File: src/rtl/m8_frame_loader.sv
// Purpose: packs a valid/ready byte stream into 8-slot frames for the m8 descending sorter.
// Latency: out_valid rises one clock after the accept that completes a frame (8th element or in_last).
// Backpressure: in_ready drops while a frame is held; the frame is held until out_valid && out_ready.
module m8_frame_loader #(
    parameter int WIDTH = 8,
    parameter int CNT_W = 16
) (
    input  logic             clk,
    input  logic             rst,
    input  logic [WIDTH-1:0] in_data,
    input  logic             in_valid,
    output logic             in_ready,
    input  logic             in_last,
    input  logic             flush,
    output logic [WIDTH-1:0] out_a,
    output logic [WIDTH-1:0] out_b,
    output logic [WIDTH-1:0] out_c,
    output logic [WIDTH-1:0] out_d,
    output logic [WIDTH-1:0] out_e,
    output logic [WIDTH-1:0] out_f,
    output logic [WIDTH-1:0] out_g,
    output logic [WIDTH-1:0] out_h,
    output logic             out_valid,
    input  logic             out_ready,
    output logic             out_short,
    output logic [3:0]       count,
    output logic [CNT_W-1:0] frame_cnt
);

    typedef enum logic {FILL = 1'b0, HOLD = 1'b1} state_t;

    localparam logic [CNT_W-1:0] CNT_ONE = {{(CNT_W-1){1'b0}}, 1'b1};

    state_t           state;
    state_t           state_nxt;
    logic [WIDTH-1:0] slot [8];
    logic             accept;
    logic             transfer;
    logic             frame_end;

    // in_ready is a function of state and flush only (reset forces it low), never of in_valid.
    assign in_ready  = (state == FILL) && !flush && !rst;
    assign accept    = in_valid && in_ready;
    assign out_valid = (state == HOLD);
    assign transfer  = out_valid && out_ready;
    // The accept at count==7 is the 8th element; in_last closes the frame early.
    assign frame_end = accept && ((count == 4'd7) || in_last);

    assign out_a = slot[0];
    assign out_b = slot[1];
    assign out_c = slot[2];
    assign out_d = slot[3];
    assign out_e = slot[4];
    assign out_f = slot[5];
    assign out_g = slot[6];
    assign out_h = slot[7];

    // State register.
    always_ff @(posedge clk or posedge rst) begin
        if (rst) begin
            state <= FILL;
        end else begin
            state <= state_nxt;
        end
    end

    // Next-state: FILL closes a frame on its final accept; HOLD releases on the output handshake.
    always_comb begin
        state_nxt = state;
        case (state)
            FILL: if (frame_end) state_nxt = HOLD;
            HOLD: if (transfer)  state_nxt = FILL;
            default: state_nxt = FILL;
        endcase
    end

    // Slot/count/flag datapath: fill in arrival order, zero on flush or release, count releases.
    always_ff @(posedge clk or posedge rst) begin
        if (rst) begin
            for (int i = 0; i < 8; i++) slot[i] <= '0;
            count     <= 4'd0;
            out_short <= 1'b0;
            frame_cnt <= '0;
        end else if (state == FILL) begin
            if (flush) begin
                for (int i = 0; i < 8; i++) slot[i] <= '0;
                count <= 4'd0;
            end else if (accept) begin
                slot[count[2:0]] <= in_data;
                count            <= count + 4'd1;
                if (frame_end) out_short <= (count != 4'd7);
            end
        end else if (transfer) begin
            for (int i = 0; i < 8; i++) slot[i] <= '0;
            count     <= 4'd0;
            out_short <= 1'b0;
            frame_cnt <= frame_cnt + CNT_ONE;
        end
    end

endmodule

File: config.mk
export PLATFORM = sky130hd
export DESIGN_NAME = m8_frame_loader
export DESIGN_NICKNAME = d
export VERILOG_FILES = /design/src/rtl/m8_frame_loader.sv
export SDC_FILE = /design/constraint.sdc
export NUM_CORES = 1
export LEC_CHECK = 0
export CORE_MARGIN = 1.5
export CORE_UTILIZATION = 47
export CTS_CLUSTER_DIAMETER = 80
export CTS_CLUSTER_SIZE = 14
export DETAILED_ROUTE_END_ITERATION = 8
export PLACE_DENSITY = 0.86
export SLEW_MARGIN = 0
export SYNTH_ARGS = -nofsm -noshare
export SYNTH_HDL_FRONTEND = slang
export SYNTH_SLANG_ARGS = --single-unit
File: constraint.sdc
create_clock -name clk -period 3.2 [get_ports clk]
set_input_delay 0.32 -clock clk [delete_from_list [all_inputs] [get_ports clk]]
set_output_delay 0.32 -clock clk [all_outputs]
set_load 0.02 [all_outputs]
* Word-level counts from Yosys, hierarchy flattened *
Index checks and enable logic that the tools add are counted.
W data, S select, Z words.

storage, ports and cells
  flip-flop bits (word level) = 86
  bits in latches = 0
  memory bits (writable) = 0
  bits in read-only memories = 0
  bits of input ports = 14
  output and inout port bits = 87
  logic and storage cells = 56
  memories kept = 0

cells by class
  add/subtract/negate cells = 2
  multiply operators = 0
  divide/modulo/power cells = 0
  $lt $le $gt $ge = 2
  equal/unequal tests = 4
  shift-type cells = 0
  multiplexer cells = 19
  bitwise operators = 2
  reduce and logical (&&, ||, !) cells = 15

operators with widths
  operator                 count
  $mux W64                 4
  $bwmux W64               1
  $demux W8 S3             1
  $add A16 B1 Y16 const B  1
  $mux W4                  4
  $mux W8                  1
  $mux W1                  7
  $logic_and A1 B1 Y1      6
  $add A4 B1 Y4 const B    1
  $eq A4 B3 Y1 const B     1
  $ge A4 B4 Y1 const B     1
  $lt A4 B1 Y1 const B     1
  $ne A2 B1 Y1 const B     2
  $ne A4 B3 Y1 const B     1
  $not A3 Y4               1
  $reduce_and A2 Y1        2
  $reduce_and A4 Y1        1
  $reduce_bool A2 Y1       2
  $reduce_bool A3 Y1       1
  $logic_not A1 Y1         2
  $pmux W1 S2              1
  $logic_or A1 B1 Y1       1
  $not A1 Y1               1

* Logic depth before layout (Yosys ltp) *
Gate-level depths: netlist (run 1).

  depth after elaboration = 9
  depth in mapped cells = 6
  mapped depth without buffers = 5

* Worst setup path after synthesis (run 1) *
OpenSTA, ideal clock, no wires.

  path type = register to register
  start = register state, in the netlist out_valid
  end = register slot (netlist bit out_e[0])
  library setup time = 0.079 ns
  arrival = 1.629 ns
  required time = 3.121 ns
  path slack = 1.492 ns
  cell stages (with the launch flop) = 6
  buffers on the path = 1
  period minus slack after synthesis = 1.708 ns
  path through = dfrtp_1 -> nor4b_4 -> nand2b_1 -> nor3b_1 -> buf_4 -> mux2i_1

between the ends
  word-level cells in the longest chain between the ends = 6
  elaborated cells on any way between the ends = 9
  those cells by class = 1 x eq/ne; 1 x mux; 1 x bitwise; 6 x reduce/logical

RTL lines
  item                                 line  source
  start: declaration                   34    state_t state;
  start signal: assignment             63    state <= state_nxt;
  $not A1 Y1                           n/a
  $logic_and A1 B1 Y1 (2 in series)    42    assign in_ready = (state == FILL) && !flush && !rst;
  $logic_and A1 B1 Y1                  43    assign accept = in_valid && in_ready;
  $reduce_bool A3 Y1 (no source line)  n/a
  $reduce_and A2 Y1 (no source line)   n/a
  end signal: indexed assignment       89    slot[count[2:0]] <= in_data;
  end: declaration                     36    logic [WIDTH-1:0] slot [8];

Several ways; a longest one is shown, not always the timed one.
A chain may end at the register's enable or synchronous reset.

* Worst setup path after layout (run 1) *
  start = register state, in the netlist out_valid
  end = register slot (netlist bit out_f[1])

The elaborated chain is that of the path after synthesis.

==> results of run 1 <==
[registers in the layout (all words and copies together), names as in the netlist]
signal     flops
out_short      1
out_d          8
out_e          8
out_a          8
out_c          8
frame_cnt     16
out_f          8
out_h          8
out_g          8
count          4
out_valid      1
out_b          8
[per-stage QoR]
step                 util  instances  power, mW  cell area, um2
finish              0.662        516       2.23            4800
floorplan               -        315       1.33            3510
CTS                 0.662        516       2.24            4800
global placement    0.634        501       1.45            4600
detailed placement  0.634        501       1.46            4600
global route        0.662        516       2.31            4800
[cell usage in the layout (no fill, tap or decap), types with 2 or more instances in the layout]
cell type          n
nor3_1             3
nor2_1             6
clkdlybuf4s50_1  100
inv_1             10
ha_1               2
and3_1             2
dfrtp_1           86
o21ai_0           53
mux2i_1           16
nand2_1           28
nand4b_1           2
xnor2_1           12
xor2_1             4
nor3b_1            2
buf_4              6
nand4_1            4
clkbuf_8          12
nand3_1           53
[power breakdown]
| group | internal (mW) | switching (mW) |
|---|---|---|
| combinational | 0.116 | 0.157 |
| clock | 0.425 | 0.364 |
| sequential | 1.12 | 0.0432 |
| total | 1.66 | 0.564 |
[kinds of logic (layout without fill, tap and decap cells)]
kind of cell,count (synthesis),count (layout),synth area share
buffers and inverters,30,132,0.0402
muxes,17,17,0.0488
and+or+nand+nor,108,108,0.170
DFF,86,86,0.613
adders and majority gates,2,2,0.00712
xor gates and xnor gates,16,16,0.0399
AOI/OAI and AO/OA,56,56,0.0816
[routing by layer]
layer  up-vias  track usage  routed length [um]
met4         0       0.0755                  63
met3         8       0.0489                 530
met1      1329        0.305                3740
met2        98        0.362                4210
li1       1285            -                   -
met5         -            0                   0
[layout make-up]
class / instances / area [um2]
Timing Repair Buffer: 106 / 1050
Inverter: 11 / 42.5
Tap cell: 99 / 124
Clock buffer: 13 / 169
Fill cell: 559 / 2450
Multi-Input combinational cell: 199 / 1230
Sequential cell: 86 / 2150
Clock inverter: 2 / 38.8
[path summary, 6_finish.rpt]
check | start | endpoint | slack, ps
min reg2reg | frame_cnt[15]$_DFFE_PP0P_ | frame_cnt[15]$_DFFE_PP0P_ | 490
min | frame_cnt[15]$_DFFE_PP0P_ | frame_cnt[15]$_DFFE_PP0P_ | 490
min in group asynchronous | rst | out_short$_DFFE_PP0P_ | 640
max | out_valid$_DFF_PP0_ | out_f[1]$_DFFE_PP0P_ | 1060
max in group asynchronous | rst | out_e[7]$_DFFE_PP0P_ | 1810
max reg2reg | out_valid$_DFF_PP0_ | out_f[1]$_DFFE_PP0P_ | 1060
[critical path, stage by stage, from the launching register on]
cell      delay [ps]
dfrtp_1          490
nor4b_4          570
nand4b_1         560
nand3_1          260
o21ai_0          110
==> flow_metrics.env, run 1 <==
export IMPL_die_w_um=89.5
export IMPL_synth_edf_count=0
export IMPL_grt_ovfl_total=0
export IMPL_fin_ws_ps=1060
export IMPL_dp_hpwl_mm=5.77
export IMPL_crit_required_ps=3390
export IMPL_grt_setup_unrepaired="false"
export IMPL_dr_pass1_iters=4
export IMPL_diodes=0
export IMPL_viasPerCell=5.27
export IMPL_insertion_delay_ps=340
export IMPL_syn_area_um2=3510
export IMPL_grt_first_pass_wirelength_mm=13.5
export IMPL_final_min_clock_period_ps=2140
export IMPL_synth_common_cells="86 x dfrtp_1, 53 x nand3_1, 53 x o21ai_0"
export IMPL_min_delay_path_depth=1
export IMPL_place_ws_ps=747
export IMPL_htreeDepth=3
export IMPL_ioPinCount=101
export IMPL_io_buffers=100
export IMPL_status="finished, final reports clean"
export IMPL_crit_fanout=16
export IMPL_cts_resized=0
export IMPL_wl_per_cell_um=16.6
export IMPL_cts_setup_buffers=0
export IMPL_synth_top_area_share=0.613
export IMPL_timing_fmax_mhz=468
export IMPL_grt_usage=0.225
export IMPL_power_density_nw_per_um2=464
export IMPL_first_iter_violations=182
export IMPL_ys_ff_latch=86
export IMPL_tightest_slew_ps=1050
export IMPL_ant_nets=0
export IMPL_synthCells=315
export IMPL_synth_cell_types=31
export IMPL_nets=429
export IMPL_cp_end_kind="flip-flop"
export IMPL_holdBufCountCts=0
export IMPL_max_slew_margin_rel=0.297
export IMPL_fin_crit_sh=0.668
export IMPL_arrival_ps=2330
export IMPL_max_cap_violations=0
export IMPL_place_congestion=0.821
export IMPL_yosys_area_top_type="dfrtp_1"
export IMPL_vdd_drop_max_uv=231
export IMPL_antenna_found_initial=0
export IMPL_drc=0
export IMPL_drt_wl_total_mm=8.54
export IMPL_dieArea_um2=8000
export IMPL_tritoncts="yes"
export IMPL_drive_above_1_share=0.0671
export IMPL_grt_pass1_vias=2737
export IMPL_synth_nets=331
export IMPL_rows=31
export IMPL_start_util=0.484
export IMPL_skew_ps=8.84
export IMPL_die_h_um=89.5
export IMPL_slew_violations=0
export IMPL_async_reset_ff_frac=1.00
export IMPL_ys_seq_area_frac=0.613
export IMPL_via_count=2720
export IMPL_cp_start_kind="flip-flop"
export IMPL_ys_flop_type="dfrtp_1"
export IMPL_synth_area_leaders="dfrtp_1 61%, nand3_1 7.5%, o21ai_0 7.5%"
export IMPL_core_area_um2=7250
export IMPL_synth_avg_cell_area_um2=11.2
export IMPL_yosysWarnings=0
export IMPL_crit_type="reg2reg"
export IMPL_syn2layout_area_growth_pct=36.7
export IMPL_setup_viol=0
export IMPL_finalSetupTns_ps=0
export IMPL_cts_buffers=9
export IMPL_whs_ps=485
export IMPL_clock_sinks=86
export IMPL_cts_root_buf="clkbuf_8"
export IMPL_cts_max_path_buffers=2
export IMPL_hold_viol_final=0
export IMPL_p_leak_nw=2.09
export IMPL_clkTransAtPathRegs_ps=80
export IMPL_hold_class="reg2reg"
export IMPL_post_synth_top_count_cell="dfrtp_1"
export IMPL_rr_worst_depth=4
export IMPL_grt_start_max_net_pins=69
No activity file was read; power rests on OpenSTA's default activity.
==> inputs of run 2 (changes only) <==
Clock period 3.2 ns to 2.2 ns, I/O delays scaled along.
==> flow_metrics.env, run 2 (synthesis gave the netlist of run 1 again) <==
export IMPL_tightest_slew_ps=457
export IMPL_p_seq_frac=0.541
export IMPL_setup_viol=0
export IMPL_swShare=0.278
export IMPL_timing_fmax_mhz=524
export IMPL_grtUsageMet2=0.344
export IMPL_clock_sinks=86
export IMPL_arrival_ps=1690
export IMPL_viasPerCell=5.22
export IMPL_crit_required_ps=1980
export IMPL_p_sw_mw=0.871
export IMPL_grt_setup_unrepaired="false"
export IMPL_timing_rr_start="out_valid$_DFF_PP0_"
export IMPL_grt_first_pass_wirelength_mm=12.9
export IMPL_grt_pass1_vias=2608
export IMPL_place_congestion=0.837
export IMPL_r2r_end="out_h[4]$_DFFE_PP0P_"
export IMPL_nets=431
export IMPL_cts_setup_buffers=0
export IMPL_cp_end_kind="output port"
export IMPL_die_h_um=89.5
export IMPL_layout_commonest_cell="clkdlybuf4s50_1"
export IMPL_cts_root_buf="clkbuf_8"
export IMPL_tritoncts="yes"
export IMPL_diodes=0
export IMPL_via_count=2702
export IMPL_dp_hpwl_mm=5.58
export IMPL_skew_ps=7.84
export IMPL_cts_buffers=9
export IMPL_p_int_mw=2.26
export IMPL_combPwrFrac=0.128
export IMPL_pwr_share_clk=0.330
export IMPL_ioPinCount=101
export IMPL_io_buffers=100
export IMPL_rr_worst_depth=5
export IMPL_drt_wl_total_mm=8.24
export IMPL_finalSetupTns_ps=0
export IMPL_fin_crit_sh=0.868
export IMPL_multi_input_area_um2=1230
export IMPL_final_min_clock_period_ps=1910
export IMPL_syn2layout_area_growth_pct=37.2
export IMPL_drc=0
export IMPL_vdd_drop_max_uv=341
export IMPL_start_util=0.484
export IMPL_slew_violations=0
export IMPL_insertion_delay_ps=350
export IMPL_core_area_um2=7250
export IMPL_largest_reg_flops=16
export IMPL_grt_start_max_net_pins=87
export IMPL_crit_fanout=8
export IMPL_max_slew_margin_rel=0.695
export IMPL_wl_per_cell_um=15.9
export IMPL_crit_chain="nor3_1 -> clkdlybuf4s50_1"
export IMPL_hold_viol_final=0
export IMPL_crit_type="reg2out"
export IMPL_drive_above_1_share=0.0740
export IMPL_cts_max_path_buffers=2
export IMPL_regMostFlops="frame_cnt"
export IMPL_htreeDepth=3
export IMPL_power_density_nw_per_um2=649
export IMPL_grt_ovfl_total=0
export IMPL_critPathMaxStageDelay_ps=630
export IMPL_grt_usage=0.218
export IMPL_dieArea_um2=8000
export IMPL_antenna_found_initial=0
export IMPL_holdBufCountCts=0
export IMPL_dr_pass1_iters=4
export IMPL_grt_use_met3=0.0563
export IMPL_clkTransAtPathRegs_ps=90
export IMPL_ant_nets=0
export IMPL_rrSetupSlack_ps=310
export IMPL_p_leak_nw=2.08
export IMPL_rows=31
export IMPL_crit_path_top_delay_cell="clkdlybuf4s50_1"
export IMPL_seqCellArea_um2=2150
export IMPL_globalRoute_busiestLayer="met2"
export IMPL_die_w_um=89.5
export IMPL_status="finished, final reports clean"
export IMPL_max_cap_violations=0
export IMPL_use_met1=0.293
export IMPL_path_buf_inv=1
export IMPL_fillers=577
export IMPL_layout_common_cells="100 x clkdlybuf4s50_1, 86 x dfrtp_1, 53 x nand3_1, 53 x o21ai_0, 28 x nand2_1"
export IMPL_whs_ps=454
export IMPL_cts_resized=0
export IMPL_path_delay_family="buffers and inverters"
export IMPL_hold_class="in2async"
export IMPL_first_iter_violations=205
export IMPL_cp_start_kind="flip-flop"
run 2: cell types whose count changed in the layout (fill, tap and decap cells not counted):
cell / previous run / this run
buf_12: 0 / 2
bufinv_16: 1 / 0
clkbuf_1: 1 / 0
clkbuf_8: 12 / 10
clkinv_2: 1 / 0
clkinv_4: 0 / 1
clkinvlp_4: 0 / 3
inv_8: 0 / 1
run 2: layout make-up:
type / count / area share
repair buffers: 108 / 0.225
flip-flops and latches: 86 / 0.447
multi-input cells: 199 / 0.255
inverters: 11 / 0.00935
clock buffers: 10 / 0.0286
well taps: 99 / 0.0257
clock inverters: 5 / 0.00909
run 2: power groups by stage:
| stage | sequential [mW] | clock [mW] | combinational (mW) |
|---|---|---|---|
| floorplan | 1.78 | 0 | 0.154 |
| global placement | 1.72 | 0 | 0.399 |
| detailed placement | 1.72 | 0 | 0.406 |
| CTS | 1.69 | 1.05 | 0.406 |
| global route | 1.70 | 1.12 | 0.445 |
| finish | 1.69 | 1.03 | 0.402 |
run 2: how the worst max path moves through the flow:
stage | start | to | slack (ps) | cells past startpoint
finish | out_valid$_DFF_PP0_ | in_ready | 290 | 2
global route | out_valid$_DFF_PP0_ | out_h[7]$_DFFE_PP0P_ | 130 | 5
CTS | out_valid$_DFF_PP0_ | in_ready | 280 | 2
detailed placement | flush | out_h[7]$_DFFE_PP0P_ | 70 | 6
global placement | flush | count[3]$_DFFE_PP0P_ | 170 | 6
floorplan | out_valid$_DFF_PP0_ | out_e[0]$_DFFE_PP0P_ | 490 | 5
run 2: metrics by stage:
step | util | power (mW) | area (um2) | worst slack [ps] | std cells
CTS | 0.664 | 3.15 | 4820 | 275 | 518
detailed placement | 0.639 | 2.13 | 4640 | 74.2 | 503
floorplan | - | 1.93 | 3520 | 492 | 315
global placement | 0.639 | 2.12 | 4640 | 172 | 503
global route | 0.664 | 3.27 | 4820 | 132 | 518
finish | 0.664 | 3.13 | 4820 | 291 | 518
run 2: tightest hold or removal path, stage by stage:
cell and delay (ps):
clkdlybuf4s50_1 520, clkinvlp_4 140, buf_12 360
run 2: layer usage:
metal / wire [um] / up-vias
li1: - / 1288
met1: 3700 / 1317
met2: 3900 / 84
met3: 519 / 13
met4: 116 / 0
met5: 0 / -
